## src/rtl/coord_list_collector_if.sv

```systemverilog
// coord_list_collector_if: coordinate-entry and memory-write bundle for coord_list_collector
// Inputs to the collector: x_in, y_in, write_en, enterNewCoord, finishInit.
// Outputs from the collector: x_out, y_out, address, mem_wren, count, full, reject, done, hex0..hex2.
// master = stimulus side (drives entry inputs), slave = collector side.
interface coord_list_collector_if #(
  parameter int COORD_W = 8,
  parameter int DEPTH = 256
);
  localparam int ADDR_W = $clog2(DEPTH);
  logic [COORD_W-1:0] x_in, y_in, x_out, y_out;
  logic write_en, enterNewCoord, finishInit;
  logic [ADDR_W-1:0] address;
  logic [ADDR_W:0] count;
  logic mem_wren, full, reject, done;
  logic [3:0] hex0, hex1, hex2;
  modport master (
    output x_in, y_in, write_en, enterNewCoord, finishInit,
    input x_out, y_out, address, mem_wren, count, full, reject, done, hex0, hex1, hex2
  );
  modport slave (
    input x_in, y_in, write_en, enterNewCoord, finishInit,
    output x_out, y_out, address, mem_wren, count, full, reject, done, hex0, hex1, hex2
  );
endinterface

```

## src/rtl/coord_list_collector.sv

```systemverilog
// coord_list_collector: collects button-entered (x,y) pairs into a write-only coordinate memory
// Ports: clk, reset (async, active-high), bus (coord_list_collector_if.slave).
// Each rising edge of enterNewCoord (while write_en) latches x_in/y_in; an in-grid pair with
// room left is written for one cycle at address=count, otherwise reject pulses.
// finishInit ends collection (DONE, left only by reset).
// Optional macro COORD_DEDUP_EN: reject a pair equal to the most recently accepted one.
module coord_list_collector #(
  parameter int COORD_W = 8,
  parameter int DEPTH = 256,
  parameter int GRID_W = 256,
  parameter int GRID_H = 256
) (
  input logic clk,
  input logic reset,
  coord_list_collector_if.slave bus
);
  localparam int ADDR_W = $clog2(DEPTH);
  typedef enum logic [1:0] {COLLECT, WRITE, DONE} state_t;
  state_t r_state, w_next;
  logic [COORD_W-1:0] r_x, r_y;
  logic [ADDR_W:0] r_count;
  logic [11:0] w_cnt;
  logic r_prev, r_armed, r_reject, r_fin;
  logic w_edge, w_take, w_ok, w_acc, w_full, w_dup;
  // r_armed stays low after reset until enterNewCoord has been seen low, so a button
  // still held through reset release never counts as a fresh press.
  assign w_edge = bus.enterNewCoord & ~r_prev & r_armed;
  assign w_full = r_count == (ADDR_W+1)'(DEPTH);
  assign w_take = (r_state == COLLECT) & w_edge & bus.write_en;
  assign w_ok = (int'(bus.x_in) < GRID_W) & (int'(bus.y_in) < GRID_H) & ~w_full & ~w_dup;
  assign w_acc = w_take & w_ok;
`ifdef COORD_DEDUP_EN
  logic [COORD_W-1:0] r_last_x, r_last_y;
  logic r_has_last;
  assign w_dup = r_has_last & (bus.x_in == r_last_x) & (bus.y_in == r_last_y);
  always_ff @(posedge clk or posedge reset)
    if (reset) begin
      r_last_x <= '0;
      r_last_y <= '0;
      r_has_last <= 1'b0;
    end else if (w_acc) begin
      r_last_x <= bus.x_in;
      r_last_y <= bus.y_in;
      r_has_last <= 1'b1;
    end
`else
  assign w_dup = 1'b0;
`endif
  // r_fin remembers a finishInit that arrived with an accepted entry so WRITE completes first.
  always_comb begin
    w_next = r_state;
    if (r_state == COLLECT) w_next = w_acc ? WRITE : bus.finishInit ? DONE : COLLECT;
    else if (r_state == WRITE) w_next = r_fin ? DONE : COLLECT;
  end
  always_ff @(posedge clk or posedge reset)
    if (reset) begin
      r_state <= COLLECT;
      r_x <= '0;
      r_y <= '0;
      r_count <= '0;
      r_prev <= 1'b0;
      r_armed <= 1'b0;
      r_reject <= 1'b0;
      r_fin <= 1'b0;
    end else begin
      r_state <= w_next;
      r_prev <= bus.enterNewCoord;
      r_armed <= r_armed | ~bus.enterNewCoord;
      r_reject <= w_take & ~w_ok;
      r_fin <= w_acc & bus.finishInit;
      if (w_take) begin
        r_x <= bus.x_in;
        r_y <= bus.y_in;
      end
      if (r_state == WRITE) r_count <= r_count + 1'b1;
    end
  assign w_cnt = 12'(r_count);
  assign bus.x_out = r_x;
  assign bus.y_out = r_y;
  assign bus.count = r_count;
  assign bus.address = r_count[ADDR_W-1:0];
  assign bus.mem_wren = r_state == WRITE;
  assign bus.done = r_state == DONE;
  assign bus.full = w_full;
  assign bus.reject = r_reject;
  assign bus.hex0 = w_cnt[3:0];
  assign bus.hex1 = w_cnt[7:4];
  assign bus.hex2 = w_cnt[11:8];
endmodule

```

## src/flat_wrapper.sv

```systemverilog
// flat-port wrapper written by rule: the top's interface ports become plain ports
module coord_list_collector_flat 
#(
  parameter int COORD_W = 8,
  parameter int DEPTH = 256,
  parameter int GRID_W = 256,
  parameter int GRID_H = 256
)
  (clk, reset, bus_x_in, bus_y_in, bus_write_en, bus_enterNewCoord, bus_finishInit, bus_x_out, bus_y_out, bus_address, bus_mem_wren, bus_count, bus_full, bus_reject, bus_done, bus_hex0, bus_hex1, bus_hex2);
  coord_list_collector_if #(.COORD_W(COORD_W), .DEPTH(DEPTH)) bus_i ();
  input logic clk;
  input logic reset;
  input wire logic [$bits(bus_i.x_in)-1:0] bus_x_in;
  input wire logic [$bits(bus_i.y_in)-1:0] bus_y_in;
  input wire logic [$bits(bus_i.write_en)-1:0] bus_write_en;
  input wire logic [$bits(bus_i.enterNewCoord)-1:0] bus_enterNewCoord;
  input wire logic [$bits(bus_i.finishInit)-1:0] bus_finishInit;
  output wire logic [$bits(bus_i.x_out)-1:0] bus_x_out;
  output wire logic [$bits(bus_i.y_out)-1:0] bus_y_out;
  output wire logic [$bits(bus_i.address)-1:0] bus_address;
  output wire logic [$bits(bus_i.mem_wren)-1:0] bus_mem_wren;
  output wire logic [$bits(bus_i.count)-1:0] bus_count;
  output wire logic [$bits(bus_i.full)-1:0] bus_full;
  output wire logic [$bits(bus_i.reject)-1:0] bus_reject;
  output wire logic [$bits(bus_i.done)-1:0] bus_done;
  output wire logic [$bits(bus_i.hex0)-1:0] bus_hex0;
  output wire logic [$bits(bus_i.hex1)-1:0] bus_hex1;
  output wire logic [$bits(bus_i.hex2)-1:0] bus_hex2;
  assign bus_i.x_in = bus_x_in;
  assign bus_i.y_in = bus_y_in;
  assign bus_i.write_en = bus_write_en;
  assign bus_i.enterNewCoord = bus_enterNewCoord;
  assign bus_i.finishInit = bus_finishInit;
  assign bus_x_out = bus_i.x_out;
  assign bus_y_out = bus_i.y_out;
  assign bus_address = bus_i.address;
  assign bus_mem_wren = bus_i.mem_wren;
  assign bus_count = bus_i.count;
  assign bus_full = bus_i.full;
  assign bus_reject = bus_i.reject;
  assign bus_done = bus_i.done;
  assign bus_hex0 = bus_i.hex0;
  assign bus_hex1 = bus_i.hex1;
  assign bus_hex2 = bus_i.hex2;
  coord_list_collector #(.COORD_W(COORD_W), .DEPTH(DEPTH), .GRID_W(GRID_W), .GRID_H(GRID_H)) u_core (.clk(clk), .reset(reset), .bus(bus_i));
endmodule
```

## config.mk

```make
export PLATFORM = sky130hd
export DESIGN_NAME = coord_list_collector_flat
export DESIGN_NICKNAME = d
export VERILOG_FILES = /design/src/rtl/coord_list_collector_if.sv /design/src/rtl/coord_list_collector.sv /design/src/flat_wrapper.sv
export SDC_FILE = /design/constraint.sdc
export NUM_CORES = 1
export LEC_CHECK = 0
export BUFFER_PORTS_ARGS = -buffer_cell sky130_fd_sc_hd__buf_4
export CAP_MARGIN = 20
export CORE_MARGIN = 1.5
export CORE_UTILIZATION = 35
export CTS_CLUSTER_SIZE = 24
export DETAILED_ROUTE_END_ITERATION = 6
export GPL_ROUTABILITY_DRIVEN = 0
export SLEW_MARGIN = 30
export SYNTH_ARGS = -nofsm -noshare
export SYNTH_HDL_FRONTEND = slang
export SYNTH_SLANG_ARGS = --single-unit
export TNS_END_PERCENT = 5
```

## constraint.sdc

```tcl
create_clock -name clk -period 4.8 [get_ports clk]
set_input_delay 0.24 -clock clk [delete_from_list [all_inputs] [get_ports clk]]
set_output_delay 0.24 -clock clk [all_outputs]
set_load 0.01 [all_outputs]
```

# Yosys cells after proc, flatten, opt, wreduce, memory -nomap -nowiden
# Cells that the tools add are included.
[word_totals] reg_bits=31 latch_bits=0 ram_bits=0 mem_bits_ro=0 in_bits=21 output_inout_bits=49 elab_cells=30 memories=0
[classes] add_sub_neg=1 n_mul=0 div_mod_pow=0 n_lt_le_gt_ge=0 eq_ne=3 shift=0 n_mux=5 bitwise_logic=11 n_reduce_logical=2
[op_table] op="2-to-1 mux 2 bit" n=5
[op_table] op="adder 9 x 1 -> 9 bit (second input constant)" n=1
[op_table] op="== test 9 bit (second input constant)" n=1
[op_table] op="AND 1 bit" n=7
[op_table] op="inverter 1 bit" n=3
[op_table] op="== test 2 x 1 -> 1 bit (second input constant)" n=1
[op_table] op="== test 2 bit (second input constant)" n=1
[op_table] op="logical NOT 2 bit" n=1
[op_table] op="nonzero test 2 bit" n=1
[op_table] op="OR 1 bit" n=1

# Longest topological paths before layout
# Gate-level depths: netlist of run 1.
[logic_depth] ltp_word=8 mapped_depth=5 ltp_nobuf=5

# Worst setup path after synthesis of run 1
# No wires, ideal clock.
[synth_timing] path_kind="register to register" start="reg u_core.r_state[1]" end="reg u_core.r_x[0], in the netlist u_core.bus.x_out[0]" setup_time_ps=125 t_arrival_ps=1576 required_time_ps=4675 slack_ps=3099 stages_incl_launch_ff=5 path_buffers=1 period_less_slack_ps=1701 cell_sequence="dfrtp_1 or4b_4 nor2_8 buf_12 mux2_4"
[synth_between] elab_chain_len=3
[synth_rtl] item="start: declaration" line_no="coord_list_collector.sv:19" rtl="state_t r_state, w_next;"
[synth_rtl] item="start signal: assignment" line_no="coord_list_collector.sv:66" rtl="r_state <= w_next;"
[synth_rtl] item="logical NOT 2 bit" line_no="coord_list_collector.sv:29" rtl="assign w_take = (r_state == COLLECT) & w_edge & bus.write_en;"
[synth_rtl] item="AND 1 bit (2 in series)" line_no="coord_list_collector.sv:29"
[synth_rtl] item="end signal: assignment" line_no="coord_list_collector.sv:72" rtl="r_x <= bus.x_in;"
[synth_rtl] item="end: declaration" line_no="coord_list_collector.sv:20" rtl="logic [COORD_W-1:0] r_x, r_y;"
# Every way passes these cells.
# A chain may end at the register's enable or synchronous reset.

# Worst setup path after layout of run 1
[layout_timing] start="reg u_core.r_count[0], in the netlist u_core.bus.count[0]" end="out bus_full"
[layout_between] elab_chain_len=1
[layout_rtl] item="start: declaration" line_no="coord_list_collector.sv:21" rtl="logic [ADDR_W:0] r_count;"
[layout_rtl] item="start signal: assignment" line_no="coord_list_collector.sv:75" rtl="if (r_state == WRITE) r_count <= r_count + 1'b1;"
[layout_rtl] item="== test 9 bit" line_no="coord_list_collector.sv:28" rtl="assign w_full = r_count == (ADDR_W+1)'(DEPTH);"
[layout_rtl] item="end: declaration" line_no="flat_wrapper.sv:23" rtl="output wire logic [$bits(bus_i.full)-1:0] bus_full;"
# Every way passes these cells.

==> results.json, run 1 <==
{
  "whs_ns": 0.0551,
  "slew_viol_final": 0,
  "wl_met2_um": 1280,
  "tritoncts": "done",
  "status": "finished, final reports clean",
  "fillers": 371,
  "synth_ff_type": "dfrtp_1",
  "grt.overflow.total": 0,
  "clk_latency_ns": 0.27,
  "dp_cells": 207,
  "num_vias": 958,
  "ant_nets": 0,
  "synthSimpleGateAreaFrac_pct": 10.6,
  "synthXorXnorAreaFrac_pct": 4.78,
  "worst_pin_slew_ns": 0.631,
  "area_growth_pct": 33.5,
  "ir_worst_vdd_mv": 0.154,
  "setup_viol": 0,
  "top_layer_used": "met4",
  "avgSynthCellArea_um2": 13.2,
  "die_h_um": 67.7,
  "mostFrequentLayoutCells": "buf_4, dfrtp_1, mux2_4, xnor2_1, clkbuf_8",
  "cts_sinks": 31,
  "hold_viol": 0,
  "synth_top_area_share_pct": 52.9,
  "max_cap_violations": 0,
  "multi_input_area_um2": 509,
  "synth-seq-cells": 31,
  "cellLeakagePower_nw": 1.05,
  "async_flop_share_pct": 100,
  "synth_top_area_cell": "dfrtp_1",
  "ctsHoldBuffers": 0,
  "place_hpwl_um": 2100,
  "min_period_ns": 1.99,
  "track_usage_pct": 13.2,
  "num_antenna_cells": 0,
  "worstPathRequired_ns": 4.56,
  "worst-setup-path-type": "flip-flop to output pin",
  "rsz0062_at_grt": "no",
  "layout_commonest_cell": "buf_4",
  "synth-compound-area-share_pct": 2.05,
  "instances_no_fill": 215,
  "fin_worst_skew_ns": 0.00707,
  "hold_class": "primary input to async pin",
  "viasPerCell": 4.46,
  "synth-edff-count": 0,
  "p_per_area_nw_per_um2": 255,
  "wl_um": 2830,
  "h-tree-depth": 2,
  "ctsResizeCount": 0,
  "synth_top_family_by_area": "multiplexers",
  "synthesis.instances": 111,
  "cts_root_buffer": "clkbuf_8",
  "power_mw": 0.499,
  "ys_seq_area_share_pct": 52.9,
  "relSlewSlack_pct": 57.9,
  "die_area_um2": 4590,
  "route.met3.wl_um": 280,
  "die-width_um": 67.7,
  "wire_per_inst_um": 13.2,
  "synth.distinct_cells": 26,
  "nNetsFinal": 187,
  "path_max_fanout": 8,
  "ios": 70,
  "m1WireLength_um": 1250,
  "grt_pass1_vias": 927,
  "cp.arrival_ns": 1.75,
  "std_cell_rows": 23,
  "cts_buffers": 5,
  "first_pass_iters": 4,
  "fin_crit_sh_pct": 41.4,
  "clkTransAtPathRegs_ns": 0.06,
  "synth_mux_area_share_pct": 14.8,
  "cts_buffer_depth": 2,
  "synthTopCellsByArea": "dfrtp_1, buf_4, mux2_4",
  "grt_antenna_before_repair": 0,
  "synth.cell_area_um2": 1470,
  "core_um2": 4000,
  "drive_gt1_share_pct": 55.8,
  "grt_pass1_wl_um": 4370,
  "startpoint_type": "flip-flop",
  "tns_ns": 0,
  "synth_adder_area_share_pct": 1.71,
  "initial_utilization_pct": 36.7,
  "seq_area_um2": 776,
  "grt_max_degree": 32,
  "drc": 0,
  "drtIter0Drc": 61,
  "cts_setup_buffers": 0,
  "port-buffer-count": 66,
  "yosys_warnings": 0,
  "fmax_mhz": 503,
  "cp-end-kind": "output pin"
}
-- sequential cells by signal, indices dropped and copies added, names as in the netlist --
name	count
u_core.bus.reject	1
u_core.bus.count	9
u_core.r_armed	1
u_core.r_fin	1
u_core.r_prev	1
u_core.r_state	2
u_core.bus.x_out	8
u_core.bus.y_out	8
-- power breakdown --
part	leakage, nW	total [mW]	switching [mW]	internal [mW]
Sequential	0.421	0.262	0.000137	0.262
Combinational	0.580	0.0203	0.00958	0.0108
Clock	0.0515	0.217	0.0861	0.131
-- final timing paths --
kind | startpoint | end | slack, ns | cells after the start
min in group clk | bus_enterNewCoord | u_core.r_prev$_DFF_PP0_ | 0.10 | 1
setup reg to reg | u_core.r_state[1]$_DFFE_PP0P_ | u_core.bus.x_out[5]$_DFFE_PP0P_ | 2.97 | 3
setup / recovery | u_core.bus.count[0]$_DFFE_PP0P_ | bus_full | 2.81 | 6
hold reg to reg | u_core.r_armed$_DFF_PP0_ | u_core.r_armed$_DFF_PP0_ | 0.47 | 1
hold / removal | reset | u_core.bus.count[7]$_DFFE_PP0P_ | 0.06 | 2
max in group asynchronous | reset | u_core.r_fin$_DFF_PP0_ | 4.33 | 2
-- critical path: stages, from the launching register on --
cell and delay [ns]:
dfrtp_1 0.47, inv_1 0.13, ha_1 0.15, nor4b_1 0.39, nand2_1 0.14, inv_1 0.08, buf_4 0.11
-- cell usage after synthesis, types with 2 or more instances --
library cell and instances:
nand4_1 5, inv_1 4, ha_1 2, dfrtp_1 31, o21ai_0 2, nand2_1 5, xnor2_1 8, buf_4 20
mux2_2 6, nor4b_1 2, nand2b_1 2, mux2_4 10
-- layer usage --
metal / global-route usage (%) / up-vias
met5: 0 / -
met4: 4.59 / 0
met3: 4.67 / 4
met2: 19.5 / 51
met1: 17.9 / 450
li1: - / 453
-- cell families (layout without fill, tap and decap cells) --
family,after synthesis,after routing
adders and majority gates,2,2
xor gates and xnor gates,8,8
muxes,16,16
other,1,3
AOI/OAI and AO/OA,5,5
DFF,31,31
and+or+nand+nor,22,22
buffers and inverters,26,78
-- area by class of cell --
| cell class | count | area share [%] |
|---|---|---|
| Multi-Input combinational cell | 56 | 26.0 |
| Inverter | 4 | 0.767 |
| Timing Repair Buffer | 66 | 25.3 |
| Tap cell | 50 | 3.19 |
| Sequential cell | 31 | 39.6 |
| Clock buffer | 8 | 5.11 |
-- metrics by stage --
step           setup slack [ns]  instance area, um^2  utilization (%)
4_1_cts                    2.74                 1960             49.0
6_report                   2.81                 1960             49.0
3_5_place_dp               2.97                 1860             46.4
5_1_grt                    2.56                 1960             49.0
2_1_floorplan              3.10                 1470                -
3_3_place_gp               3.01                 1860             46.4
(Power assumes the default switching activity.)
==> run 2: changes to the inputs <==
- PLACE_DENSITY: default -> 0.66
- clock period: 4.8 -> 1.7 ns (I/O delays scaled with it)
==> run 2 against run 1 <==
Combinational power rose to 3.1 times the previous value. Worst setup slack got worse by 2.8 ns. Hold slack got worse by 0.019 ns. Critical path depth fell by 2. Cell count rose by 4.7%.
==> results.json, run 2 (synthesis results as in run 1) <==
{
  "grt_pass1_vias": 1070,
  "drc": 0,
  "path_max_fanout": 6,
  "min_period_ns": 1.67,
  "cp.arrival_ns": 1.83,
  "first_pass_iters": 4,
  "track_usage_pct": 15.0,
  "tritoncts": "done",
  "fillers": 365,
  "viasPerCell": 4.53,
  "setup_viol": 0,
  "whs_ns": 0.0360,
  "drive_gt1_share_pct": 58.3,
  "worst-setup-path-type": "flip-flop to flip-flop",
  "clk_latency_ns": 0.28,
  "reg2reg_to": "u_core.bus.y_out[4]$_DFFE_PP0P_",
  "startpoint_type": "flip-flop",
  "tns_ns": 0,
  "hp-start": "bus_finishInit",
  "cts_root_buffer": "clkbuf_8",
  "hold_class": "primary input to flip-flop",
  "worstPathRequired_ns": 1.86,
  "num_antenna_cells": 0,
  "max_cap_violations": 0,
  "nNetsFinal": 199,
  "std_cell_rows": 23,
  "layout_commonest_cell": "buf_4",
  "ant_nets": 0,
  "fin_ws_ns": 0.0267,
  "cp-end-kind": "flip-flop",
  "multi_input_area_um2": 534,
  "grt_pass1_wl_um": 4960,
  "place_hpwl_um": 2220,
  "reg2reg_from": "u_core.r_prev$_DFF_PP0_",
  "instances_no_fill": 225,
  "area_growth_pct": 41.9,
  "largest_reg_flops": 9,
  "slew_viol_final": 0,
  "min_to": "u_core.r_fin$_DFF_PP0_",
  "die_area_um2": 4590,
  "seq_area_um2": 776,
  "port-buffer-count": 66,
  "cts_sinks": 31,
  "ios": 70,
  "h-tree-depth": 2,
  "ir_worst_vdd_mv": 0.397,
  "fmax_mhz": 598,
  "die-width_um": 67.7,
  "num_vias": 1020,
  "wl_um": 3050,
  "fin_crit_sh_pct": 98.4,
  "cellLeakagePower_nw": 1.13,
  "p_per_area_nw_per_um2": 633,
  "cts_buffer_depth": 2,
  "die_h_um": 67.7,
  "drtIter0Drc": 22,
  "grt_max_degree": 32,
  "grt_antenna_before_repair": 0,
  "mostFrequentLayoutCells": "buf_4, dfrtp_1, mux2_4, xnor2_1",
  "fin_worst_skew_ns": 0.00559,
  "wire_per_inst_um": 13.6,
  "grt.overflow.total": 0,
  "dpl_worst_slack_ns": 0.00173,
  "hold_depth": 2,
  "hold_viol": 0,
  "rsz0062_at_grt": "yes",
  "core_um2": 4000,
  "clkTransAtPathRegs_ns": 0.06,
  "cts_buffers": 5,
  "status": "finished, final reports clean",
  "dp_cells": 216,
  "initial_utilization_pct": 36.7,
  "startpoint": "u_core.r_prev$_DFF_PP0_",
  "reg2reg_slack_ns": 0.03,
  "worstRegToRegCells": 4,
  "power_mw": 1.32
}
## run 2: changes by cell type in the layout (fill, tap and decap cells not counted), sizes merged
cell,before,now
buf,66,75
clkbuf,8,7
dlygate4sd3,0,2
## run 2: worst max path at each step
stage / slack, ns / end
after floorplan: -0.001 / u_core.bus.x_out[0]$_DFFE_PP0P_
after global placement: 0.04 / u_core.bus.y_out[0]$_DFFE_PP0P_
after detailed placement: 0.002 / u_core.bus.x_out[5]$_DFFE_PP0P_
after CTS: 0.01 / u_core.bus.x_out[5]$_DFFE_PP0P_
after global routing: -0.02 / u_core.bus.x_out[5]$_DFFE_PP0P_
final: 0.03 / u_core.bus.y_out[4]$_DFFE_PP0P_
## run 2: what timing repair did
item / in CTS / in global routing
pin swaps: 1 / 0
setup endpoints to repair: 4 / 7
gates cloned: 0 / 1
hold buffers: 2 / 0
setup buffers: 0 / 0
endpoints found under the hold margin: 33 / 0
gates resized for setup: 1 / 4
## run 2: through the flow
stage / utilization, % / area (um^2)
6_report: 52.0 / 2080
5_1_grt: 52.0 / 2080
2_1_floorplan: - / 1470
4_1_cts: 50.9 / 2040
3_3_place_gp: 48.5 / 1940
3_5_place_dp: 48.5 / 1940
## run 2: where the power goes
| group | switching, mW | internal [mW] | total (mW) |
|---|---|---|---|
| clock | 0.243 | 0.272 | 0.515 |
| sequential | 0.000390 | 0.739 | 0.740 |
| combinational | 0.0282 | 0.0349 | 0.0631 |
| total | 0.271 | 1.05 | 1.32 |
## run 2: area by class of cell
cell class / instances / share of cell area (%)
well taps: 50 / 3.01
multi-input cells: 56 / 25.7
flip-flops and latches: 31 / 37.3
clock buffers: 6 / 3.49
inverters: 4 / 0.722
repair buffers: 78 / 29.8
## run 2: critical path, stage by stage, from the launching register on
cell and delay (ns):
dfrtp_1 0.36, or4b_4 0.58, nor2_8 0.15, clkbuf_16 0.17
mux2_4 0.29
## run 2: per-layer routing
layer / global-route usage (%) / vias up / wire, um / part of all wire (%)
met3: 4.17 / 6 / 194 / 6.4
met5: 0 / - / 0 / 0
met4: 7.65 / 0 / 40 / 1.3
li1: - / 475 / - / -
met1: 17.6 / 500 / 1230 / 40
met2: 24.9 / 39 / 1590 / 52
